## config.mk

```make
export PLATFORM = sky130hd
export DESIGN_NAME = vcmd_spi_tx
export DESIGN_NICKNAME = d
export VERILOG_FILES = /design/src/rtl/vga_pkg.sv /design/src/rtl/spi_shift_tx.sv /design/src/rtl/vcmd_spi_tx.sv
export SDC_FILE = /design/constraint.sdc
export NUM_CORES = 1
export LEC_CHECK = 0
export ABC_AREA = 1
export CAP_MARGIN = 20
export CELL_PAD_IN_SITES_DETAIL_PLACEMENT = 0
export CELL_PAD_IN_SITES_GLOBAL_PLACEMENT = 1
export CORE_ASPECT_RATIO = 1.5
export CORE_UTILIZATION = 41
export CTS_BUF_LIST = sky130_fd_sc_hd__clkbuf_16
export DETAILED_ROUTE_END_ITERATION = 6
export GPL_TIMING_DRIVEN = 0
export PLACE_DENSITY_LB_ADDON = 0.2
export SLEW_MARGIN = 20
export SYNTH_ARGS = -nofsm -noshare
export SYNTH_HDL_FRONTEND = slang
export SYNTH_SLANG_ARGS = --single-unit
export TNS_END_PERCENT = 100
```

## constraint.sdc

```tcl
create_clock -name Clk -period 4.2 [get_ports Clk]
set_clock_uncertainty 0.1 [all_clocks]
set_input_delay 0.84 -clock Clk [delete_from_list [all_inputs] [get_ports Clk]]
set_output_delay 0.84 -clock Clk [all_outputs]
set_load 0.01 [all_outputs]
```

## src/rtl/vga_pkg.sv

```systemverilog
// Shared definitions for the video-memory command link.
// Holds the write-burst header magic, the header length in bytes, the
// transmitter frame-state enum and a helper that builds header byte N from a
// 19-bit start address.
package vga_pkg;

    localparam logic [4:0]  VCMD_HDR_MAGIC = 5'b10000;
    localparam int unsigned VCMD_HDR_BYTES = 3;

    typedef enum logic [2:0] {
        IDLE,
        SETUP,
        SHIFT,
        STALL,
        HOLD,
        GAP
    } vcmd_state_e;

    // Header byte idx of a write burst: {magic, A[18:16]}, A[15:8], A[7:0].
    function automatic logic [7:0] vcmd_hdr_byte(input logic [18:0] addr,
                                                 input logic [1:0]  idx);
        logic [7:0] b;
        case (idx)
            2'd0:    b = {VCMD_HDR_MAGIC, addr[18:16]};
            2'd1:    b = addr[15:8];
            default: b = addr[7:0];
        endcase
        return b;
    endfunction

endpackage

```

## src/rtl/spi_shift_tx.sv

```systemverilog
// SPI mode-0 bit engine: Sclk divider plus 8-bit MSB-first shifter.
// Ports:
//   i_clk, i_reset     clock, synchronous active-high reset
//   i_load, i_byte     load a new byte; restarts the divider with Sclk low
//   i_count            run the divider (also used to time non-shifting phases)
//   i_shift            let the divider drive Sclk phases and shift bits
//   o_sclk, o_mosi     registered SPI clock and data
//   o_div_end          divider is on the last cycle of a half period
//   o_byte_done        last cycle of the high phase of bit 7
module spi_shift_tx #(
    parameter int unsigned CLKDIV = 4
) (
    input  logic       i_clk,
    input  logic       i_reset,
    input  logic       i_load,
    input  logic [7:0] i_byte,
    input  logic       i_count,
    input  logic       i_shift,
    output logic       o_sclk,
    output logic       o_mosi,
    output logic       o_div_end,
    output logic       o_byte_done
);

    localparam int unsigned     DIVW    = (CLKDIV > 1) ? $clog2(CLKDIV) : 1;
    localparam logic [DIVW-1:0] DIV_MAX = DIVW'(CLKDIV - 1);

    logic [DIVW-1:0] r_div;
    logic [2:0]      r_bit;
    logic [7:0]      r_shreg;
    logic            r_sclk;
    logic            w_div_end;

    assign w_div_end   = (r_div == DIV_MAX);
    assign o_div_end   = w_div_end;
    assign o_byte_done = i_shift && r_sclk && w_div_end && (r_bit == 3'd7);
    assign o_sclk      = r_sclk;
    assign o_mosi      = r_shreg[7];

    always_ff @(posedge i_clk) begin
        if (i_reset) begin
            r_div   <= '0;
            r_bit   <= '0;
            r_shreg <= '0;
            r_sclk  <= 1'b0;
        end else if (i_load) begin
            r_div   <= '0;
            r_bit   <= '0;
            r_shreg <= i_byte;
            r_sclk  <= 1'b0;
        end else if (i_count) begin
            r_div <= w_div_end ? '0 : r_div + DIVW'(1);
            if (i_shift && w_div_end) begin
                if (!r_sclk) begin
                    r_sclk <= 1'b1;
                end else begin
                    r_sclk <= 1'b0;
                    // After bit 7 Mosi keeps its value until the next load.
                    if (r_bit != 3'd7) begin
                        r_shreg <= {r_shreg[6:0], 1'b0};
                        r_bit   <= r_bit + 3'd1;
                    end
                end
            end
        end else begin
            r_div <= '0;
        end
    end

endmodule

```

## src/rtl/vcmd_spi_tx.sv

```systemverilog
// Video-memory write-burst SPI transmitter (mode 0, MSB first).
// Sends {magic, A[18:16]}, A[15:8], A[7:0] then LenIn data bytes per frame.
// Ports:
//   Clk, Reset           clock, synchronous active-high reset
//   Start, AddrIn, LenIn burst request and its parameters (taken when idle)
//   ByteIn, ByteValid,   data byte stream into a one-byte holding register
//   ByteReady
//   Busy                 frame in progress, Start through end of the CSel gap
//   Sclk, Mosi, CSel     registered SPI outputs
module vcmd_spi_tx
    import vga_pkg::*;
#(
    parameter int unsigned AWIDTH = 19,
    parameter int unsigned DWIDTH = 8,
    parameter int unsigned LWIDTH = 16,
    parameter int unsigned CLKDIV = 4
) (
    input  logic              Clk,
    input  logic              Reset,
    input  logic              Start,
    input  logic [AWIDTH-1:0] AddrIn,
    input  logic [LWIDTH-1:0] LenIn,
    input  logic [DWIDTH-1:0] ByteIn,
    input  logic              ByteValid,
    output logic              ByteReady,
    output logic              Busy,
    output logic              Sclk,
    output logic              Mosi,
    output logic              CSel
);

    vcmd_state_e       r_state, w_state_d;
    logic [AWIDTH-1:0] r_addr, w_addr_d;
    logic [LWIDTH-1:0] r_remain, w_remain_d;   // data bytes not yet in the shifter
    logic [1:0]        r_hdr_cnt, w_hdr_cnt_d; // header bytes already loaded
    logic [DWIDTH-1:0] r_hold, w_hold_d;
    logic              r_hold_full, w_hold_full_d;
    logic              r_csel;

    logic       w_load;
    logic [7:0] w_load_byte;
    logic       w_count;
    logic       w_shift;
    logic       w_take_hold;
    logic       w_div_end;
    logic       w_byte_done;
    logic       w_accept;

    // With the holding register empty, r_remain is also the count still owed.
    assign ByteReady = ((r_state == SHIFT) || (r_state == STALL)) && !r_hold_full &&
                       (r_remain != '0);
    assign Busy      = (r_state != IDLE);
    assign CSel      = r_csel;
    assign w_accept  = ByteValid && ByteReady;

    always_comb begin
        w_state_d     = r_state;
        w_addr_d      = r_addr;
        w_remain_d    = r_remain;
        w_hdr_cnt_d   = r_hdr_cnt;
        w_hold_d      = r_hold;
        w_hold_full_d = r_hold_full;
        w_load        = 1'b0;
        w_load_byte   = '0;
        w_count       = 1'b0;
        w_shift       = 1'b0;
        w_take_hold   = 1'b0;

        if (w_accept) begin
            w_hold_d      = ByteIn;
            w_hold_full_d = 1'b1;
        end

        case (r_state)
            IDLE: begin
                if (Start) begin
                    w_state_d   = SETUP;
                    w_addr_d    = AddrIn;
                    w_remain_d  = LenIn;
                    w_hdr_cnt_d = 2'd1;
                    w_load      = 1'b1;
                    w_load_byte = vcmd_hdr_byte(19'(AddrIn), 2'd0);
                end
            end
            SETUP: begin
                w_count = 1'b1;
                if (w_div_end) w_state_d = SHIFT;
            end
            SHIFT: begin
                w_count = 1'b1;
                w_shift = 1'b1;
                if (w_byte_done) begin
                    if (r_hdr_cnt < 2'(VCMD_HDR_BYTES)) begin
                        w_load      = 1'b1;
                        w_load_byte = vcmd_hdr_byte(19'(r_addr), r_hdr_cnt);
                        w_hdr_cnt_d = r_hdr_cnt + 2'd1;
                    end else if (r_hold_full) begin
                        w_take_hold = 1'b1;
                    end else if (r_remain != '0) begin
                        w_state_d = STALL;
                    end else begin
                        w_state_d = HOLD;
                    end
                end
            end
            STALL: begin
                if (r_hold_full) begin
                    w_take_hold = 1'b1;
                    w_state_d   = SHIFT;
                end
            end
            HOLD: begin
                w_count = 1'b1;
                if (w_div_end) w_state_d = GAP;
            end
            GAP: begin
                w_count = 1'b1;
                if (w_div_end) w_state_d = IDLE;
            end
            default: w_state_d = IDLE;
        endcase

        if (w_take_hold) begin
            w_load        = 1'b1;
            w_load_byte   = 8'(r_hold);
            w_hold_full_d = 1'b0;
            if (r_remain != '0) w_remain_d = r_remain - LWIDTH'(1);
        end
    end

    always_ff @(posedge Clk) begin
        if (Reset) begin
            r_state     <= IDLE;
            r_addr      <= '0;
            r_remain    <= '0;
            r_hdr_cnt   <= '0;
            r_hold      <= '0;
            r_hold_full <= 1'b0;
            r_csel      <= 1'b1;
        end else begin
            r_state     <= w_state_d;
            r_addr      <= w_addr_d;
            r_remain    <= w_remain_d;
            r_hdr_cnt   <= w_hdr_cnt_d;
            r_hold      <= w_hold_d;
            r_hold_full <= w_hold_full_d;
            r_csel      <= (w_state_d == IDLE) || (w_state_d == GAP);
        end
    end

    spi_shift_tx #(
        .CLKDIV(CLKDIV)
    ) u_shift (
        .i_clk      (Clk),
        .i_reset    (Reset),
        .i_load     (w_load),
        .i_byte     (w_load_byte),
        .i_count    (w_count),
        .i_shift    (w_shift),
        .o_sclk     (Sclk),
        .o_mosi     (Mosi),
        .o_div_end  (w_div_end),
        .o_byte_done(w_byte_done)
    );

endmodule
```

# After elaboration in Yosys (flattened, before gate mapping)
# Index checks and enable logic that the tools add are counted.
# totals
ff_bits	64
latchBits	0
in_bits	47
out_inout_bits	5
romBits	0
mem_count	0
ramBits	0
# op_classes
magnitude_cmp	1
n_addsub	4
muxes	41
reduce_logical	29
shift	0
bitwise	1
n_eq_ne	13
n_mul	0
n_div	0
# op_table
operator	count
$mux 8	9
$mux 16	4
$pmux 8 s2	2
$mux 3	9
$pmux 3 s6	1
$reduce_bool 16->1	1
$sub 16x1->16 const B	1
$eq 3x3->1 const B	4
$reduce_and 4->1	3
$mux 1	10
$reduce_bool 2->1	5
$reduce_or 4->1	2
$logic_and 1x1->1	7
$eq 3x2->1 const B	2
$logic_not 3->1	2
$mux 2	3
$add 2x1->2 const B	2
$ne 2x1->1 const B	2
$pmux 1 s2	2
$pmux 2 s2	1
$reduce_and 2->1	2
$reduce_or 2->1	2
$add 3x1->3 const B	1
$eq 3x1->1 const B	1
other kinds (10)	11

# Longest topological paths before layout
# Gate-level depths: netlist of the first run.
# depth
depth_word	10
ltp_mapped	13
ltp_nobuf	13

# Hierarchy
# Synthesis of the first run repeated with hierarchy kept, for this count alone.
# unflattened
hier_cells	502
area_unflattened_um2	3479.6
# by_module_without_submodules
mod	area_each_um2	n_inst	seq_area_each_um2	cells_each
vcmd_spi_tx	2770.2	1	1001.0	404
spi_shift_tx	709.4	1	280.3	98

# Worst setup path before layout of the first run
# OpenSTA, ideal clock, no wires.
# synth_path
path_kind	reg2out
start	register r_remain[0]
end	output ByteReady
path_buffers	1
path_stages_with_launch	8
slack_ps	1986
arrival_time_ps	1274
cell_sequence	dfxtp_1 > inv_1 > ha_1 > nand3_2 > nor2_4 > nand3_4 > and2_1 > buf_6
# synth_via
elab_chain_len	2
# synth_rtl
element	line	text
start: declaration	vcmd_spi_tx.sv:34	logic [LWIDTH-1:0] r_remain, w_remain_d;
start signal: assignment	vcmd_spi_tx.sv:143	r_remain <= w_remain_d;
$reduce_bool 16->1	vcmd_spi_tx.sv:51	(r_remain != '0);
$logic_and 1x1->1	vcmd_spi_tx.sv:50	assign ByteReady = ((r_state == SHIFT) || (r_state == STALL)) && !r_hold_full &&
end: declaration	vcmd_spi_tx.sv:25	output logic ByteReady,
# No other way between the ends.

# Worst setup path after layout of the first run
# Same ends and word-level chain as after synthesis.

==> out/metrics.cfg, run 1 <==
[outcome]
status = finished clean

[global_routing]
overflow = 0
grt_pass1_wl_um = 14200
grt_max_degree = 11
grt_pass1_vias = 3146
gr-usage-all-layers_pct = 22.8
antenna_found_initial = 0

[hold_path]
hp-class = reg2reg

[synthesis]
synth-xor-area-share_pct = 2.67
yosysSeqAreaShare_pct = 39.1
yosysWarningCount = 0
synth.largest_area_cell = dfxtp_1
netlist_top_cells_count = nand2_1 (109), dfxtp_1 (64), a21oi_1 (59)
synth-seq-cells = 64
syn_area_mm2 = 0.00328
yosys.area_share.adder_pct = 2.67
synth_compound_area_share_pct = 19.1
synthArstFlopShare_pct = 0
synth-simple-area-share_pct = 27.7
synthCells = 460
synth_area_leaders = dfxtp_1 (39%), nand2_1 (12%), a21oi_1 (9.0%)
synth_top_cell_area_share_pct = 39.1
syn_avg_cell_area_um2 = 7.13
synth_flop_cell = dfxtp_1
synth_mux_area_share_pct = 0
synth_fp_nets = 514
synth.most_common_cell = nand2_1
synth_cell_types = 37
synth_top_family_by_area = simple AND/OR/NAND/NOR gates
synth_edf_count = 0

[clocking]
clock_latency_ns = 0.33
htreeDepth = 3
cts_tree = built
post_cts_buffers = 0
cts_made_buffers = 9
cts_hold_buf = 0
cts_buffer_depth = 2
clock_sinks = 64
post_cts_resized = 0
root_buffer = clkbuf_16
clk_pin_slew_ns = 0.05

[sta]
rsz0062_at_grt = no
final_max_slew_viol_count = 0
final_hold_viol_count = 0
slew_headroom_pct = 55.9
setup_slack_ns = 0.970
period_needed_ns = 3.23
worstMarginPinSlew_ns = 0.662
tns_ns = 0
setup_viol = 0
fmaxAchievable_ghz = 0.310
holdWs_ns = 0.321
finalCritPeriodShare_pct = 76.9

[final_layout]
drive_above_1_share_pct = 8.59
nNetsFinal = 575
syn2layout_area_growth_pct = 26.6
n_fill_cell = 791
antenna_cells = 0

[placed_design]
routabilityCongestion = 0.807
port_buffers = 50
hpwl_um = 6600
pre_cts_ws_ns = 1.30

[floorplanning]
die_area_mm2 = 0.00837
initial_core_util_pct = 42.8
io_pins = 52
die_w_um = 75.0
core_region_area_mm2 = 0.00766
dieHeight_um = 112
std_cell_rows = 39

[job]
maxCapViolations = 0

[drt]
drt_pass1_iterations = 4
remaining_drc_errors = 0
wl_per_cell_um = 13.9
viasPerCell = 5.04
drtIter0Drc = 145
ant_nets = 0
num_vias = 3152
routed_wl_um = 8670

[setup_path]
cp-start-kind = register
path_class = reg2out
critPathMaxFanout = 10
end_kind = output port
required_ns = 3.26
worstPathArrival_ns = 2.29

[power]
clkPwrFrac_pct = 41.3
power_density_mw_per_mm2 = 368
seqPwrFrac_pct = 43.0
combPwrFrac_pct = 15.6
switchingPower_w = 0.000405
sw_frac_of_total_pct = 26.5
power.leakage_nw = 1.68
vdd_drop_max_uv = 217
p_int_w = 0.00112

layout by cell type, fill, tap and decap left out, types with 2 or more instances in the layout:
master / instances
buf_6: 4
xor2_1: 8
o22ai_1: 4
inv_2: 3
nand2_1: 109
clkbuf_1: 8
a211oi_2: 2
a31oi_1: 3
nor2_1: 33
dfxtp_1: 64
inv_1: 49
nor2_2: 7
nand3_1: 22
nand2_2: 3
clkbuf_16: 9
nand3_2: 4
buf_2: 3
o211ai_1: 2
ha_1: 7
xnor2_1: 2
o21ai_1: 4
clkdlybuf4s50_1: 50
nor2_4: 3
buf_1: 2
nor3_1: 6
a21oi_1: 59
and2_1: 2
nand2_4: 2
o21ai_0: 38
final timing paths:
| path | start | endpoint | slack [ns] | cells past startpoint |
|---|---|---|---|---|
| min | u_shift.r_div[0]$_SDFF_PP0_ | u_shift.r_div[0]$_SDFF_PP0_ | 0.32 | 1 |
| max reg2reg | u_shift.r_bit[0]$_SDFFE_PP0P_ | u_shift.r_shreg[4]$_SDFFE_PP0P_ | 2.19 | 10 |
| max | r_remain[0]$_SDFF_PP0_ | ByteReady | 0.97 | 8 |
| min reg2reg | u_shift.r_div[0]$_SDFF_PP0_ | u_shift.r_div[0]$_SDFF_PP0_ | 0.32 | 1 |
critical path: stages (launching register included):
cell and delay (ns):
dfxtp_1 0.30, inv_1 0.09, ha_1 0.26, nand3_2 0.16, nor2_4 0.19, nand3_4 0.14
and2_1 0.18, buf_6 0.15, clkdlybuf4s50_1 0.48
sequential cells by signal, indices dropped and copies added (netlist names):
name             flops
r_addr              19
r_remain            16
r_hold               8
u_shift.r_shreg      8
r_state              3
u_shift.r_bit        3
r_hdr_cnt            2
u_shift.r_div        2
CSel                 1
r_hold_full          1
u_shift.o_sclk       1
layout make-up:
type	instances	area (um2)	share of cell area (%)
Tap cell	102	128	3.07
Sequential cell	64	1280	30.8
Clock inverter	5	20.0	0.482
Timing Repair Buffer	50	500	12.0
Multi-Input combinational cell	329	1710	41.2
Clock buffer	9	225	5.42
Buffer	17	97.6	2.35
Inverter	50	190	4.58
power by group through the flow:
stage	logic (W)	registers [W]	clock network, W
2_1_floorplan	0.000151	0.000666	0
3_3_place_gp	0.000236	0.000669	0
3_5_place_dp	0.000240	0.000670	0
4_1_cts	0.000241	0.000657	0.000642
5_1_grt	0.000268	0.000660	0.000670
6_report	0.000239	0.000658	0.000632
metal layers:
layer  GRT usage [%]  part of all wire (%)  vias up
met2            41.4                    55       55
li1                -                     -     1623
met1            23.9                    39     1458
met5               0                     0        -
met4            11.2                   2.5        0
met3            4.16                   2.9       16
per-stage QoR:
stage                     power, W  instances  utilization (%)  instance area [um2]
final                      0.00153        626             54.2                 4150
after global routing       0.00160        626             54.2                 4150
after CTS                  0.00154        626             54.2                 4150
after detailed placement  0.000909        612             51.0                 3910
after global placement    0.000905        612             51.0                 3910
after floorplan           0.000817        460                -                 3280
cells by family (layout without fill, tap and decap cells):
logic type	Yosys count	count (layout)
AO/OA/AOI/OAI	117	117
XOR/XNOR	10	10
adder cells (fa/ha/maj)	7	7
buffers and inverters	67	131
flip-flops	64	64
AND/OR/NAND/NOR	195	195
Note: power is estimated with default switching activity, not from simulation.
==> run 2: changes to the inputs <==
--- a/config.mk
+++ b/config.mk
@@ -10,7 +10,7 @@
 export CELL_PAD_IN_SITES_DETAIL_PLACEMENT = 0
 export CELL_PAD_IN_SITES_GLOBAL_PLACEMENT = 1
 export CORE_ASPECT_RATIO = 1.5
-export CORE_UTILIZATION = 41
+export CORE_UTILIZATION = 35
 export CTS_BUF_LIST = sky130_fd_sc_hd__clkbuf_16
 export DETAILED_ROUTE_END_ITERATION = 6
 export GPL_TIMING_DRIVEN = 0
==> constraint.sdc (replaced) <==
create_clock -name Clk -period 2.78 [get_ports Clk]
set_clock_uncertainty 0.1 [all_clocks]
set_input_delay 0.556 -clock Clk [delete_from_list [all_inputs] [get_ports Clk]]
set_output_delay 0.556 -clock Clk [all_outputs]
set_load 0.01 [all_outputs]
==> run 2 against run 1 <==
Against the previous run: sequential power rose by 51%; setup slack lost 0.84 ns; combinational power increased by 55%; die area increased by 17%; cell area rose by 0.93%; sequential cell count unchanged; cell count up 1.8%; hold slack got worse by 0.0019 ns; non-clock buffer count up 1; critical path depth stayed put; largest cell class unchanged; largest power group unchanged; highest routed layer unchanged.
==> out/metrics.cfg, run 2 (synthesis gave the netlist of run 1 again) <==
[clocking]
clk_pin_slew_ns = 0.05  ; about the same
clock_latency_ns = 0.33  ; about the same
cts_hold_buf = 0  ; unchanged
htreeDepth = 3  ; unchanged
root_buffer = clkbuf_16  ; unchanged
cts_buffer_depth = 2  ; unchanged
clock_sinks = 64  ; unchanged
cts_made_buffers = 9  ; unchanged
cts_tree = built  ; unchanged

[setup_path]
critPathMaxFanout = 10  ; unchanged
required_ns = 2.12  ; was 3.26 ns
worstPathArrival_ns = 1.99  ; was 2.29 ns
path_class = reg2out  ; unchanged
cp-start-kind = register  ; unchanged
end_kind = output port  ; unchanged

[drt]
viasPerCell = 4.86  ; was 5.04
ant_nets = 0  ; unchanged
routed_wl_um = 8820  ; was 8670 um
drtIter0Drc = 161  ; was 145
drt_pass1_iterations = 4  ; unchanged
remaining_drc_errors = 0  ; unchanged
wl_per_cell_um = 13.9  ; about the same
num_vias = 3098  ; was 3152

[placed_design]
routabilityCongestion = 0.837  ; was 0.807
hpwl_um = 6690  ; was 6600 um
port_buffers = 50  ; unchanged
pre_cts_ws_ns = 0.154  ; was 1.30 ns

[final_layout]
multi_input_area_mm2 = 0.00172  ; was 0.00171 mm2
antenna_cells = 0  ; unchanged
drive_above_1_share_pct = 9.49  ; was 8.59%
nNetsFinal = 576  ; was 575
largest_register = r_addr  ; unchanged
n_fill_cell = 944  ; was 791
mostFrequentLayoutCell = nand2_1  ; unchanged
largest_reg_flops = 19  ; unchanged
seq_area_mm2 = 0.00128  ; unchanged
reg_top3 = r_addr: 19 flops, r_remain: 16 flops  ; unchanged
layout_common_cells = nand2_1 (109), dfxtp_1 (64), a21oi_1 (59)  ; unchanged
syn2layout_area_growth_pct = 27.8  ; was 26.6%

[sta]
worstMarginPinSlew_ns = 0.653  ; was 0.662 ns
finalCritPeriodShare_pct = 95.2
rsz0062_at_grt = no  ; unchanged
setup_slack_ns = 0.133  ; was 0.970 ns
slew_headroom_pct = 56.5  ; was 55.9%
setup_viol = 0  ; unchanged
final_max_slew_viol_count = 0  ; unchanged
final_hold_viol_count = 0  ; unchanged
period_needed_ns = 2.65
tns_ns = 0  ; unchanged
fmaxAchievable_ghz = 0.378

[global_routing]
gr-usage-all-layers_pct = 20.0  ; was 22.8%
antenna_found_initial = 0  ; unchanged
overflow = 0  ; unchanged
grt_max_degree = 11  ; unchanged
grt_pass1_wl_um = 14400  ; was 14200 um
grt_pass1_vias = 3084  ; was 3146

[hold_path]
hp-class = reg2reg  ; unchanged

[power]
fin_total_pwr_w = 0.00234  ; was 0.00153 W
power.leakage_nw = 1.70  ; was 1.68 nW
vdd_drop_max_uv = 327  ; was 217 uV
power_density_mw_per_mm2 = 558  ; was 368 mW/mm2

[floorplanning]
initial_core_util_pct = 36.5  ; was 42.8%
io_pins = 52  ; unchanged
std_cell_rows = 42  ; was 39
core_region_area_mm2 = 0.00899  ; was 0.00766 mm2
die_w_um = 81.1  ; was 75.0 um
die_area_mm2 = 0.00977  ; was 0.00837 mm2
dieHeight_um = 121  ; was 112 um

[job]
maxCapViolations = 0  ; unchanged

[outcome]
status = finished clean  ; unchanged

run 2: per-stage QoR:
stage / hold WS, ns / utilization, % / area (um2) / instances
2_1_floorplan: 0.298 / - / 3280 / 460
3_3_place_gp: 0.309 / 43.6 / 3920 / 620
3_5_place_dp: 0.320 / 43.6 / 3920 / 620
4_1_cts: 0.328 / 46.7 / 4190 / 637
5_1_grt: 0.356 / 46.7 / 4190 / 637
6_report: 0.319 / 46.7 / 4190 / 637
run 2: power breakdown:
group | internal, W | switching [W] | leakage [nW]
Combinational | 0.000161 | 0.000209 | 1.04
Sequential | 0.000966 | 0.0000278 | 0.524
Clock | 0.000584 | 0.000390 | 0.133
run 2: cell type report:
class	instances	area share, %
flip-flops and latches	64	30.6
inverters	50	4.54
repair buffers	51	12.1
plain buffers	17	2.33
well taps	110	3.28
clock inverters	7	0.716
multi-input cells	329	41.1
clock buffers	9	5.37
run 2: what timing repair did:
| action | CTS | global route |
|---|---|---|
| buffers inserted | 1 | 0 |
| endpoints found under the setup margin | 1 | 0 |
| gates resized for setup | 4 | 0 |
run 2: final timing paths:
kind	startpoint	endpoint	slack [ns]	cells after the start
worst max-delay path	r_remain[1]$_SDFF_PP0_	ByteReady	0.13	8
worst min-delay path	u_shift.r_div[0]$_SDFF_PP0_	u_shift.r_div[0]$_SDFF_PP0_	0.32	1
worst max register to register	u_shift.r_div[0]$_SDFF_PP0_	u_shift.r_shreg[4]$_SDFFE_PP0P_	0.80	9
worst min register to register	u_shift.r_div[0]$_SDFF_PP0_	u_shift.r_div[0]$_SDFF_PP0_	0.32	1
run 2: worst max-delay path: stages (launching register included):
cell	delay [ns]
dfxtp_1	0.30
inv_1	0.12
ha_4	0.18
nand3_2	0.14
nor2_4	0.17
nand3_4	0.13
and2_1	0.18
buf_6	0.15
dlygate4sd2_1	0.29
run 2: per-layer routing:
metal | wire [um] | track usage, %
met1 | 3610 | 21.7
met2 | 4750 | 36.4
met3 | 345 | 4.45
met4 | 114 | 8.15
met5 | 0 | 0
==> run 3: changes to the inputs <==
--- a/config.mk
+++ b/config.mk
@@ -14,7 +14,7 @@
 export CTS_BUF_LIST = sky130_fd_sc_hd__clkbuf_16
 export DETAILED_ROUTE_END_ITERATION = 6
 export GPL_TIMING_DRIVEN = 0
-export PLACE_DENSITY_LB_ADDON = 0.2
+export PLACE_DENSITY = 0.77
 export SLEW_MARGIN = 20
 export SYNTH_ARGS = -nofsm -noshare
 export SYNTH_HDL_FRONTEND = slang
==> run 3 against run 2 <==
Against the previous run: global-route usage rose by 0.24 points; via count rose by 1.3%; sequential cell count did not move; clock-buffer cell count did not move; critical path depth did not move; power rose by 4.5%; wire length rose by 2.8%; cell area rose by 0.60%; core utilization rose by 0.28 points; critical endpoint unchanged; critical path type unchanged.
==> out/metrics.cfg, run 3 (synthesis gave the netlist of run 1 again) <==
[drt]
ant_nets = 0  ; unchanged
remaining_drc_errors = 0  ; unchanged
drt_pass1_iterations = 4  ; unchanged
routed_wl_um = 9070  ; was 8820 um
wl_per_cell_um = 14.2  ; was 13.9 um
num_vias = 3137  ; was 3098
drtIter0Drc = 176  ; was 161
viasPerCell = 4.92  ; was 4.86

[power]
vdd_drop_max_uv = 344  ; was 327 uV
power.leakage_nw = 1.71  ; was 1.70 nW
fin_total_pwr_w = 0.00244  ; was 0.00234 W
power_density_mw_per_mm2 = 579  ; was 558 mW/mm2

[final_layout]
syn2layout_area_growth_pct = 28.6  ; was 27.8%
nNetsFinal = 576  ; unchanged
fin_cells = 637  ; unchanged
largest_reg_flops = 19  ; unchanged
layout_common_cells = nand2_1 (109), dfxtp_1 (64), a21oi_1 (59)  ; unchanged
reg_top3 = r_addr: 19 flops, r_remain: 16 flops  ; unchanged
n_fill_cell = 937  ; was 944
seq_area_mm2 = 0.00128  ; unchanged
drive_above_1_share_pct = 9.30  ; was 9.49%
mostFrequentLayoutCell = nand2_1  ; unchanged
antenna_cells = 0  ; unchanged
largest_register = r_addr  ; unchanged
multi_input_area_mm2 = 0.00172  ; unchanged

[sta]
period_needed_ns = 2.66  ; was 2.65 ns
rsz0062_at_grt = no  ; unchanged
finalCritPeriodShare_pct = 95.9  ; was 95.2%
worstMarginPinSlew_ns = 0.664  ; was 0.653 ns
fmaxAchievable_ghz = 0.375  ; was 0.378 GHz
tns_ns = 0  ; unchanged
final_max_slew_viol_count = 0  ; unchanged
setup_viol = 0  ; unchanged
final_hold_viol_count = 0  ; unchanged
slew_headroom_pct = 55.7  ; was 56.5%

[setup_path]
crit_start = r_remain[0]$_SDFF_PP0_  ; was r_remain[1]$_SDFF_PP0_
cp_cell_sequence = inv_1 > ha_4 > nand3_2 > nor2_4 > nand3_4 > and2_1 > buf_6 > dlygate4sd2_1  ; unchanged
crit_path_top_delay_cell = dfxtp_1  ; unchanged
worstPathArrival_ns = 2.01  ; was 1.99 ns
path_class = reg2out  ; unchanged
cpPeakStageDelay_ns = 0.31  ; was 0.30 ns
critPathMaxFanout = 10  ; unchanged
critPathBufInv = 3  ; unchanged
rr_startpoint = r_hdr_cnt[0]$_SDFFE_PP0P_  ; was u_shift.r_div[0]$_SDFF_PP0_
end_kind = output port  ; unchanged
worst-r2r-setup-slack_ns = 0.78  ; was 0.80 ns
cp_top_family = simple AND/OR/NAND/NOR gates  ; unchanged
cp-start-kind = register  ; unchanged
required_ns = 2.12  ; about the same

[floorplanning]
core_region_area_mm2 = 0.00899  ; unchanged
std_cell_rows = 42  ; unchanged
io_pins = 52  ; unchanged
initial_core_util_pct = 36.5  ; unchanged
die_w_um = 81.1  ; unchanged
dieHeight_um = 121  ; unchanged
die_area_mm2 = 0.00977  ; unchanged

[clocking]
clk_pin_slew_ns = 0.05  ; about the same
cts_buffer_depth = 2  ; unchanged
cts_made_buffers = 9  ; unchanged
htreeDepth = 3  ; unchanged
cts_tree = built  ; unchanged
root_buffer = clkbuf_16  ; unchanged
clock_latency_ns = 0.34  ; was 0.33 ns
clock_sinks = 64  ; unchanged

[global_routing]
grt_use_met1_pct = 22.6  ; was 21.7%
top_usage_layer = met2  ; unchanged
antenna_found_initial = 0  ; unchanged
met2_usage_pct = 35.8  ; was 36.4%
met3_usage_pct = 3.77  ; was 4.45%
grt_max_degree = 11  ; unchanged
overflow = 0  ; unchanged
grt_pass1_vias = 3083  ; was 3084
gr-usage-all-layers_pct = 20.3  ; was 20.0%
grt_pass1_wl_um = 14500  ; was 14400 um

[outcome]
status = finished clean  ; unchanged

[placed_design]
hpwl_um = 6720  ; was 6690 um
port_buffers = 50  ; unchanged
dp.cells = 620  ; unchanged
routabilityCongestion = 0.842  ; was 0.837

[job]
maxCapViolations = 0  ; unchanged

[hold_path]
hp-class = reg2reg  ; unchanged
worstHoldStart = u_shift.r_div[0]$_SDFF_PP0_  ; unchanged

==> run 3: power by group <==
group          total [W]  switching (W)  internal [W]
Clock            0.00108       0.000400      0.000677
Combinational   0.000371       0.000210      0.000161
Sequential      0.000995      0.0000288      0.000966
Total            0.00244       0.000639       0.00180
==> run 3: what timing repair did <==
item                                    CTS  global route
buffers inserted                          1             0
endpoints found under the setup margin    1             1
hold buffers                              0             0
pin swaps                                 1             1
gates resized for setup                   3             0
==> run 3: layout make-up <==
| class | count | share of cell area, % |
|---|---|---|
| inverters | 50 | 4.51 |
| clock inverters | 7 | 1.31 |
| clock buffers | 9 | 5.34 |
| repair buffers | 51 | 12.0 |
| plain buffers | 17 | 2.31 |
| well taps | 110 | 3.26 |
| flip-flops and latches | 64 | 30.4 |
| multi-input cells | 329 | 40.9 |
==> run 3: stage by stage <==
stage	hold WS (ns)	setup slack [ns]	area (um2)	utilization [%]
6_report	0.331	0.115	4220	46.9
2_1_floorplan	0.298	0.850	3280	-
5_1_grt	0.363	0.00871	4220	46.9
3_5_place_dp	0.327	0.158	3920	43.6
3_3_place_gp	0.309	0.153	3920	43.6
4_1_cts	0.336	0.0843	4220	46.9
==> run 3: layer usage <==
metal,vias up,share of wire [%]
met2,53,52
li1,1628,-
met1,1440,43
met5,-,0
met4,0,2.4
met3,16,2.6
==> run 3: worst paths after layout <==
check,to,cells past startpoint
setup / recovery,ByteReady,8
hold / removal,u_shift.r_div[0]$_SDFF_PP0_,1
setup reg to reg,u_shift.r_shreg[7]$_SDFFE_PP0P_,11
hold reg to reg,u_shift.r_div[0]$_SDFF_PP0_,1
